File: config.mk
export PLATFORM = sky130hd
export DESIGN_NAME = merlin_ibus_dbus_arbiter
export DESIGN_NICKNAME = d
export VERILOG_FILES = /design/src/rtl/merlin_ibus_dbus_arbiter.sv
export SDC_FILE = /design/constraint.sdc
export NUM_CORES = 1
export LEC_CHECK = 0
export CELL_PAD_IN_SITES_DETAIL_PLACEMENT = 1
export CELL_PAD_IN_SITES_GLOBAL_PLACEMENT = 2
export CORE_MARGIN = 4
export CORE_UTILIZATION = 12
export CTS_CLUSTER_SIZE = 16
export DETAILED_ROUTE_END_ITERATION = 6
export PLACE_DENSITY_LB_ADDON = 0.1
export SLEW_MARGIN = 0
export SYNTH_ARGS = -nofsm -noshare
export SYNTH_HDL_FRONTEND = slang
export SYNTH_SLANG_ARGS = --single-unit
File: constraint.sdc
create_clock -name clk_i -period 4.3 [get_ports clk_i]
set_input_delay 0.645 -clock clk_i [delete_from_list [all_inputs] [get_ports clk_i]]
set_output_delay 0.645 -clock clk_i [all_outputs]
set_load 0.01 [all_outputs]
File: src/rtl/merlin_ibus_dbus_arbiter.sv
// ============================================================================
// Module      : merlin_ibus_dbus_arbiter
// Description : Round-robin share of one memory target between the merlin32i
//               instruction and data ports, with in-order response routing.
// Revision    : 1.0 - initial release
// ============================================================================
`default_nettype none

module merlin_ibus_dbus_arbiter #(
  parameter int C_DEPTH   = 4,
  parameter int C_ADDR_SZ = 32
) (
  input  logic                 clk_i,
  input  logic                 reset_i,
  // instruction port
  output logic                 ireqready_o,
  input  logic                 ireqvalid_i,
  input  logic [1:0]           ireqhpl_i,
  input  logic [C_ADDR_SZ-1:0] ireqaddr_i,
  input  logic                 irspready_i,
  output logic                 irspvalid_o,
  output logic                 irsprerr_o,
  output logic [31:0]          irspdata_o,
  // data port
  output logic                 dreqready_o,
  input  logic                 dreqvalid_i,
  input  logic [1:0]           dreqhpl_i,
  input  logic [C_ADDR_SZ-1:0] dreqaddr_i,
  input  logic                 drspready_i,
  output logic                 drspvalid_o,
  output logic                 drsprerr_o,
  output logic                 drspwerr_o,
  output logic [31:0]          drspdata_o,
  // target port
  input  logic                 treqready_i,
  output logic                 treqvalid_o,
  output logic [1:0]           treqhpl_o,
  output logic [C_ADDR_SZ-1:0] treqaddr_o,
  output logic                 trspready_o,
  input  logic                 trspvalid_i,
  input  logic                 trsprerr_i,
  input  logic                 trspwerr_i,
  input  logic [31:0]          trspdata_i
);

  localparam int                 C_PTR_W = $clog2(C_DEPTH);
  localparam int                 C_CNT_W = C_PTR_W + 1;
  localparam logic [C_CNT_W-1:0] C_FULL  = C_CNT_W'(C_DEPTH);
  localparam logic               C_ID_I  = 1'b0;
  localparam logic               C_ID_D  = 1'b1;

  logic [C_CNT_W-1:0] count_q, count_d;
  logic [C_PTR_W-1:0] rd_ptr_q, rd_ptr_d;
  logic [C_PTR_W-1:0] wr_ptr_q, wr_ptr_d;
  logic               last_grant_q, last_grant_d;
  logic               id_mem_q [C_DEPTH];

  logic w_any_valid;
  logic w_grant;
  logic w_full;
  logic w_empty;
  logic w_head;
  logic w_push;
  logic w_pop;

  assign w_full      = (count_q == C_FULL);
  assign w_empty     = (count_q == '0);
  assign w_any_valid = ireqvalid_i | dreqvalid_i;
  assign w_head      = id_mem_q[rd_ptr_q];

  // On a tie the port that did not win last time gets the grant.
  always_comb begin
    w_grant = C_ID_I;
    if (ireqvalid_i && dreqvalid_i) begin
      w_grant = ~last_grant_q;
    end else if (dreqvalid_i) begin
      w_grant = C_ID_D;
    end
  end

  // Request path: combinational pass-through, masked while in reset.
  always_comb begin
    treqvalid_o = ~reset_i & w_any_valid & ~w_full;
    ireqready_o = ~reset_i & treqready_i & ~w_full & ireqvalid_i & (w_grant == C_ID_I);
    dreqready_o = ~reset_i & treqready_i & ~w_full & dreqvalid_i & (w_grant == C_ID_D);
    treqhpl_o   = '0;
    treqaddr_o  = '0;
    if (w_any_valid) begin
      treqhpl_o  = (w_grant == C_ID_D) ? dreqhpl_i  : ireqhpl_i;
      treqaddr_o = (w_grant == C_ID_D) ? dreqaddr_i : ireqaddr_i;
    end
  end

  // Response path: the oldest outstanding ID picks the destination.
  always_comb begin
    irspvalid_o = ~reset_i & trspvalid_i & ~w_empty & (w_head == C_ID_I);
    drspvalid_o = ~reset_i & trspvalid_i & ~w_empty & (w_head == C_ID_D);
    trspready_o = ~reset_i & ~w_empty & ((w_head == C_ID_D) ? drspready_i : irspready_i);
    irsprerr_o  = trsprerr_i;
    irspdata_o  = trspdata_i;
    drsprerr_o  = trsprerr_i;
    drspwerr_o  = trspwerr_i;
    drspdata_o  = trspdata_i;
  end

  assign w_push = treqvalid_o & treqready_i;
  assign w_pop  = trspvalid_i & trspready_o;

  always_comb begin
    count_d      = count_q;
    rd_ptr_d     = rd_ptr_q;
    wr_ptr_d     = wr_ptr_q;
    last_grant_d = last_grant_q;
    if (w_push) begin
      wr_ptr_d     = wr_ptr_q + C_PTR_W'(1);
      last_grant_d = w_grant;
    end
    if (w_pop) begin
      rd_ptr_d = rd_ptr_q + C_PTR_W'(1);
    end
    case ({w_push, w_pop})
      2'b10:   count_d = count_q + C_CNT_W'(1);
      2'b01:   count_d = count_q - C_CNT_W'(1);
      default: count_d = count_q;
    endcase
  end

  always_ff @(posedge clk_i) begin
    if (reset_i) begin
      count_q      <= '0;
      rd_ptr_q     <= '0;
      wr_ptr_q     <= '0;
      last_grant_q <= C_ID_D;
    end else begin
      count_q      <= count_d;
      rd_ptr_q     <= rd_ptr_d;
      wr_ptr_q     <= wr_ptr_d;
      last_grant_q <= last_grant_d;
    end
  end

  // ID storage needs no reset; occupancy is tracked by count_q alone.
  always_ff @(posedge clk_i) begin
    if (w_push) begin
      id_mem_q[wr_ptr_q] <= w_grant;
    end
  end

endmodule

`default_nettype wire
==> flow_metrics.env, run 1 <==
export IMPL_outcome="completed"
export IMPL_initial_core_util=0.1229
export IMPL_p_seq_frac=0.266
export IMPL_die_h_um=127.2
export IMPL_clock_path_buffers=2
export IMPL_nFillCells=1707
export IMPL_grt_pass1_vias=1833
export IMPL_final_period_utilization=0.7492
export IMPL_worstMarginPinSlew_ns=0.7095
export IMPL_clk_latency_ns=0.24
export IMPL_post_drt_wl_per_cell_um=12.75
export IMPL_finalNonFillerCells=475
export IMPL_synth_commonest_cells="70 x nand2_1, 67 x buf_4, 35 x o21ai_0"
export IMPL_cts_tree="done"
export IMPL_antenna_found_initial=0
export IMPL_io_pins=217
export IMPL_r2r_end="count_q[2]$_SDFFE_PP0P_"
export IMPL_synth_area_leader_cell="buf_4"
export IMPL_synth_net_count=368
export IMPL_ys_ff_latch=14
export IMPL_slew_violations=0
export IMPL_synth_edf_count=4
export IMPL_drtIter0Drc=33
export IMPL_critPathSlowestCell="clkdlybuf4s50_1"
export IMPL_period_needed_ns=3.222
export IMPL_worstHoldStart="rd_ptr_q[0]$_SDFFE_PP0P_"
export IMPL_synth_distinct_cells=29
export IMPL_synthCells=252
export IMPL_critPathLaunchType="input port"
export IMPL_antennaDiodeCount=0
export IMPL_worstSetupEndpointType="output pin"
export IMPL_syn_area_sq_mm=0.001705
export IMPL_avgSynthCellArea_sq_um=6.767
export IMPL_dp_hpwl_mm=4.839
export IMPL_synth_main_ff_cell="dfxtp_1"
export IMPL_drc=0
export IMPL_cts_root_buf="clkbuf_16"
export IMPL_rsz0062_at_grt="false"
export IMPL_dp_cells=471
export IMPL_min_delay_path_depth=2
export IMPL_synthArstFlopShare=0
export IMPL_ant_nets=0
export IMPL_crit_type="input port to output pin"
export IMPL_path_clk_slew_ns=0.05
export IMPL_first_pass_iters=4
export IMPL_grt_start_max_net_pins=74
export IMPL_htree_levels=1
export IMPL_swShare=0.2687
export IMPL_p_per_area_mw_per_mm2=204.9
export IMPL_drt_total_wl_mm=6.057
export IMPL_vdd_ir_drop_max_v=0.0001435
export IMPL_setup_tns_ns=0
export IMPL_ctsResizeCount=0
export IMPL_gp_congestion=0.6243
export IMPL_setup_viol=0
export IMPL_power_switching_uw=146.3
export IMPL_synth_area_top_cells="buf_4 29%, nand2_1 15%, dfxtp_1 12%"
export IMPL_io_buffer_count=115
export IMPL_reg2regPathDepth=9
export IMPL_cp_data_required_time_ns=3.65
export IMPL_hold_end="rd_ptr_q[0]$_SDFFE_PP0P_"
export IMPL_area_growth_pct=55.83
export IMPL_postLayoutCoreUtil=0.1915
export IMPL_grt_usage=0.07138
export IMPL_pwr_share_comb=0.407
export IMPL_clockPowerShare=0.327
export IMPL_grt_pass1_wl_mm=9.384
export IMPL_vias_per_cell=3.467
export IMPL_yosysWarningCount=0
export IMPL_slowest_delay_ns=0.67
export IMPL_dieArea_sq_mm=0.01618
export IMPL_postCtsSetupBuffers=0
export IMPL_p_leak_uw=0.0009391
export IMPL_crit_chain="clkdlybuf4s50_1, nor3b_1, nand2_1, nor2_1, clkdlybuf4s50_1"
export IMPL_cts_buffers=3
export IMPL_hold_viol=0
export IMPL_vias=1647
export IMPL_postCtsHoldBufs=0
export IMPL_clock_sinks=14
export IMPL_core_area_sq_mm=0.01388
export IMPL_ff2ff_setup_slack_ns=1.78
export IMPL_path_max_fanout=12
export IMPL_slew_headroom=0.5260
export IMPL_intPower_uw=398.2
export IMPL_synth_top_area_frac=0.2949
export IMPL_synth_most_common_cell="nand2_1"
export IMPL_cp_common_cell="clkdlybuf4s50_1"
export IMPL_crit_arrival_ns=2.58
export IMPL_max_freq_mhz=310.4
export IMPL_num_nets_final=412
export IMPL_fin_skew_ns=0.002045
export IMPL_grt_remaining_overflow=0
export IMPL_row_count=43
export IMPL_seq_area_frac_synth=0.1878
export IMPL_drv_cap=0
export IMPL_hp_class="register to register"
export IMPL_totalPowerFinal_uw=544.4
export IMPL_drive_gt1_frac=0.03729
export IMPL_die_w_um=127.2
-- metal layers --
metal / up-vias / track usage / routed length, um / share of wire
li1: 827 / - / - / -
met1: 736 / 0.07728 / 2386 / 0.39
met3: 4 / 0.04515 / 827 / 0.14
met5: - / 0 / 0 / 0
met2: 80 / 0.1199 / 2820 / 0.47
met4: 0 / 0.01262 / 23 / 0.0038
-- worst max-delay path: cells and delay by family --
family / cells / cell delay, ns
buffers and inverters: 2 / 1.22
AND/OR/NAND/NOR: 3 / 0.70
-- area by class of cell --
type	instances	area [sq um]	area share
inverter	8	30.03	0.01130
sequential	14	320.3	0.1205
clock buffer	3	75.07	0.02825
tap	180	225.2	0.08475
clock inverter	1	3.754	0.001412
multi-input combinational	151	817.0	0.3074
timing repair buffer	118	1186	0.4463
-- how the worst max path moves through the flow --
| stage | start | end | cells after the start |
|---|---|---|---|
| after global placement | reset_i | dreqready_o | 4 |
| final | reset_i | ireqready_o | 5 |
| after detailed placement | reset_i | ireqready_o | 5 |
| after global routing | reset_i | ireqready_o | 5 |
| after CTS | reset_i | ireqready_o | 5 |
| after floorplan | ireqvalid_i | count_q[2]$_SDFFE_PP0P_ | 10 |
-- stage by stage --
stage | instance area, sq um | setup slack, ns | hold WS [ns]
finish | 2658 | 1.078 | 0.4917
floorplan | 1705 | 1.927 | 0.4357
CTS | 2658 | 1.029 | 0.4936
detailed placement | 2579 | 1.031 | 0.4873
global route | 2658 | 0.8250 | 0.5119
global placement | 2579 | 1.068 | 0.4901
-- cells in the final DEF (no fill, tap or decap) --
| master | n |
|---|---|
| nor3b_1 | 2 |
| nor2b_1 | 2 |
| mux2i_1 | 1 |
| xnor2_1 | 1 |
| buf_12 | 1 |
| clkbuf_16 | 3 |
| fa_1 | 1 |
| clkdlybuf4s50_1 | 115 |
| inv_1 | 8 |
| mux2i_2 | 1 |
| dfxtp_1 | 10 |
| buf_4 | 2 |
| o21ai_2 | 1 |
| nand3_1 | 1 |
| xor2_1 | 2 |
| nand2_1 | 70 |
| nor2_1 | 10 |
| o21ai_0 | 35 |
| mux4_2 | 1 |
| and2_1 | 5 |
| o41ai_1 | 1 |
| nor4b_4 | 1 |
| clkinv_1 | 1 |
| a21oi_1 | 4 |
| ha_1 | 5 |
| or3_1 | 3 |
| nor3_1 | 1 |
| a21boi_4 | 1 |
| o311ai_0 | 1 |
| edfxtp_1 | 4 |
| a221o_1 | 1 |
-- cell families after synthesis --
family                   Yosys count  synth area share
multiplexers                       3           0.02714
XOR/XNOR                           3           0.01541
adder cells (fa/ha/maj)            6           0.04842
flip-flops                        14            0.1878
AO/OA/AOI/OAI                     44            0.1401
buffers and inverters             87            0.3397
AND/OR/NAND/NOR                   95            0.2414
-- power groups by stage --
| stage | logic (uW) | registers [uW] | clock network [uW] |
|---|---|---|---|
| final | 222 | 145 | 178 |
| after global routing | 244 | 145 | 189 |
| after CTS | 228 | 145 | 185 |
| after detailed placement | 226 | 147 | 0 |
| after global placement | 227 | 147 | 0 |
| after floorplan | 140 | 146 | 0 |
(Power assumes the default switching activity.)
==> run 2: changes to the inputs <==
--- a/config.mk
+++ b/config.mk
@@ -8,7 +8,7 @@
 export CELL_PAD_IN_SITES_DETAIL_PLACEMENT = 1
 export CELL_PAD_IN_SITES_GLOBAL_PLACEMENT = 2
 export CORE_MARGIN = 4
-export CORE_UTILIZATION = 12
+export CORE_UTILIZATION = 10
 export CTS_CLUSTER_SIZE = 16
 export DETAILED_ROUTE_END_ITERATION = 6
 export PLACE_DENSITY_LB_ADDON = 0.1
==> constraint.sdc (replaced) <==
create_clock -name clk_i -period 2.6 [get_ports clk_i]
set_input_delay 0.39 -clock clk_i [delete_from_list [all_inputs] [get_ports clk_i]]
set_output_delay 0.39 -clock clk_i [all_outputs]
set_load 0.01 [all_outputs]
==> flow_metrics.env, run 2 (synthesis results as in run 1) <==
export IMPL_dp_hpwl_mm=5.293
export IMPL_grt_pass1_wl_mm=9.873
export IMPL_max_freq_mhz=396.4
export IMPL_cpLargestDelayFamily="buffers and inverters"
export IMPL_clock_sinks=14
export IMPL_row_count=47
export IMPL_grt_start_max_net_pins=54
export IMPL_area_growth_pct=67.94
export IMPL_seq_area_sq_um=321.6
export IMPL_grtUsageMet2=0.1028
export IMPL_antennaDiodeCount=0
export IMPL_cp_data_required_time_ns=2.21
export IMPL_p_per_area_mw_per_mm2=321.0
export IMPL_vias_per_cell=3.220
export IMPL_slew_violations=0
export IMPL_initial_core_util=0.1025
export IMPL_fin_skew_ns=0.003801
export IMPL_die_w_um=138.6
export IMPL_antenna_found_initial=1
export IMPL_drc=0
export IMPL_grt_remaining_overflow=0
export IMPL_outcome="completed"
export IMPL_setup_tns_ns=0
export IMPL_met1_usage=0.06799
export IMPL_crit_type="input port to output pin"
export IMPL_hold_viol=0
export IMPL_vias=1700
export IMPL_post_drt_wl_per_cell_um=12.82
export IMPL_slew_headroom=0.7697
export IMPL_whs_ns=0.4687
export IMPL_period_needed_ns=2.523
export IMPL_io_buffer_count=115
export IMPL_num_nets_final=425
export IMPL_multiInputGateArea_sq_um=823.3
export IMPL_dieArea_sq_mm=0.01921
export IMPL_path_max_fanout=26
export IMPL_place_area_sq_mm=0.002711
export IMPL_first_pass_iters=4
export IMPL_drtIter0Drc=37
export IMPL_grt_usage=0.06254
export IMPL_p_leak_uw=0.001163
export IMPL_cp_common_cell="clkdlybuf4s50_1"
export IMPL_worstSetupEndpointType="output pin"
export IMPL_cts_buffers=3
export IMPL_die_h_um=138.6
export IMPL_vdd_ir_drop_max_v=0.0001680
export IMPL_drive_gt1_frac=0.08766
export IMPL_gp_congestion=0.6433
export IMPL_critPathLaunchType="input port"
export IMPL_postCtsHoldBufs=0
export IMPL_clk_latency_ns=0.24
export IMPL_cts_tree="done"
export IMPL_final_period_utilization=0.9702
export IMPL_crit_arrival_ns=2.13
export IMPL_met3_usage=0.03966
export IMPL_slowest_delay_ns=0.57
export IMPL_drv_cap=0
export IMPL_core_area_sq_mm=0.01664
export IMPL_drt_total_wl_mm=6.768
export IMPL_crit_chain="clkdlybuf4s50_1, a21boi_4, buf_4, clkbuf_16, o21ai_0, clkdlybuf4s50_1"
export IMPL_critPathSlowestCell="clkdlybuf4s50_1"
export IMPL_setup_viol=0
export IMPL_ant_nets=0
export IMPL_postLayoutCoreUtil=0.1721
export IMPL_crit_buf_inv=4
export IMPL_path_clk_slew_ns=0.05
export IMPL_nFillCells=1966
export IMPL_clock_path_buffers=2
export IMPL_htree_levels=1
export IMPL_final_common_cell="clkdlybuf4s50_1"
export IMPL_worstMarginPinSlew_ns=0.3410
export IMPL_rsz0062_at_grt="true"
export IMPL_design_area_sq_mm=0.002864
export IMPL_hp_class="register to register"
export IMPL_grt_pass1_vias=1866
export IMPL_busiest_layer="met2"
export IMPL_cts_root_buf="clkbuf_16"
export IMPL_mostFrequentLayoutCells="103 x clkdlybuf4s50_1, 70 x nand2_1, 35 x o21ai_0"
export IMPL_io_pins=217
export IMPL_totalPowerFinal_uw=919.3
## run 2: what timing repair did
item,4_1_cts,5_1_grt
resized for setup,0,16
setup endpoints to repair,0,34
setup buffers,0,1
## run 2: path summary, 6_finish.rpt
check	start	endpoint	slack (ns)	depth (start not counted)
min	rd_ptr_q[1]$_SDFFE_PP0P_	rd_ptr_q[1]$_SDFFE_PP0P_	0.47	1
min reg2reg	rd_ptr_q[1]$_SDFFE_PP0P_	rd_ptr_q[1]$_SDFFE_PP0P_	0.47	1
max	dreqvalid_i	treqaddr_o[3]	0.08	6
max reg2reg	id_mem_q[3]$_DFFE_PP_	count_q[2]$_SDFFE_PP0P_	0.14	9
## run 2: layer usage
layer / wire [um] / vias up
li1: - / 854
met1: 2718 / 762
met2: 3103 / 74
met3: 856 / 8
met4: 80 / 2
met5: 8 / -
## run 2: final cells by class
type,count,area share
repair buffers,131,0.4661
clock buffers,3,0.02621
inverters,8,0.01048
multi-input cells,151,0.2875
clock inverters,1,0.001311
flip-flops and latches,14,0.1123
well taps,220,0.09611
## run 2: worst reg2reg max path: stages (launching register included)
cell	delay, ns
edfxtp_1	0.36
mux4_2	0.52
mux2i_2	0.19
nor2_2	0.11
ha_1	0.17
inv_1	0.06
fa_1	0.37
xor2_1	0.16
or3_1	0.32
a21oi_2	0.13
## run 2: metrics by stage
step | setup slack (ns) | std cells
2_1_floorplan | 0.2395 | 252
3_3_place_gp | 0.02144 | 522
3_5_place_dp | -0.009232 | 522
4_1_cts | 0.01257 | 526
5_1_grt | -0.008754 | 528
6_report | 0.07735 | 528
## run 2: power breakdown
group | leakage [uW] | switching (uW) | internal, uW
clock network | 0.0000385 | 88.4 | 203
registers | 0.000118 | 6.60 | 233
logic | 0.00101 | 153 | 235
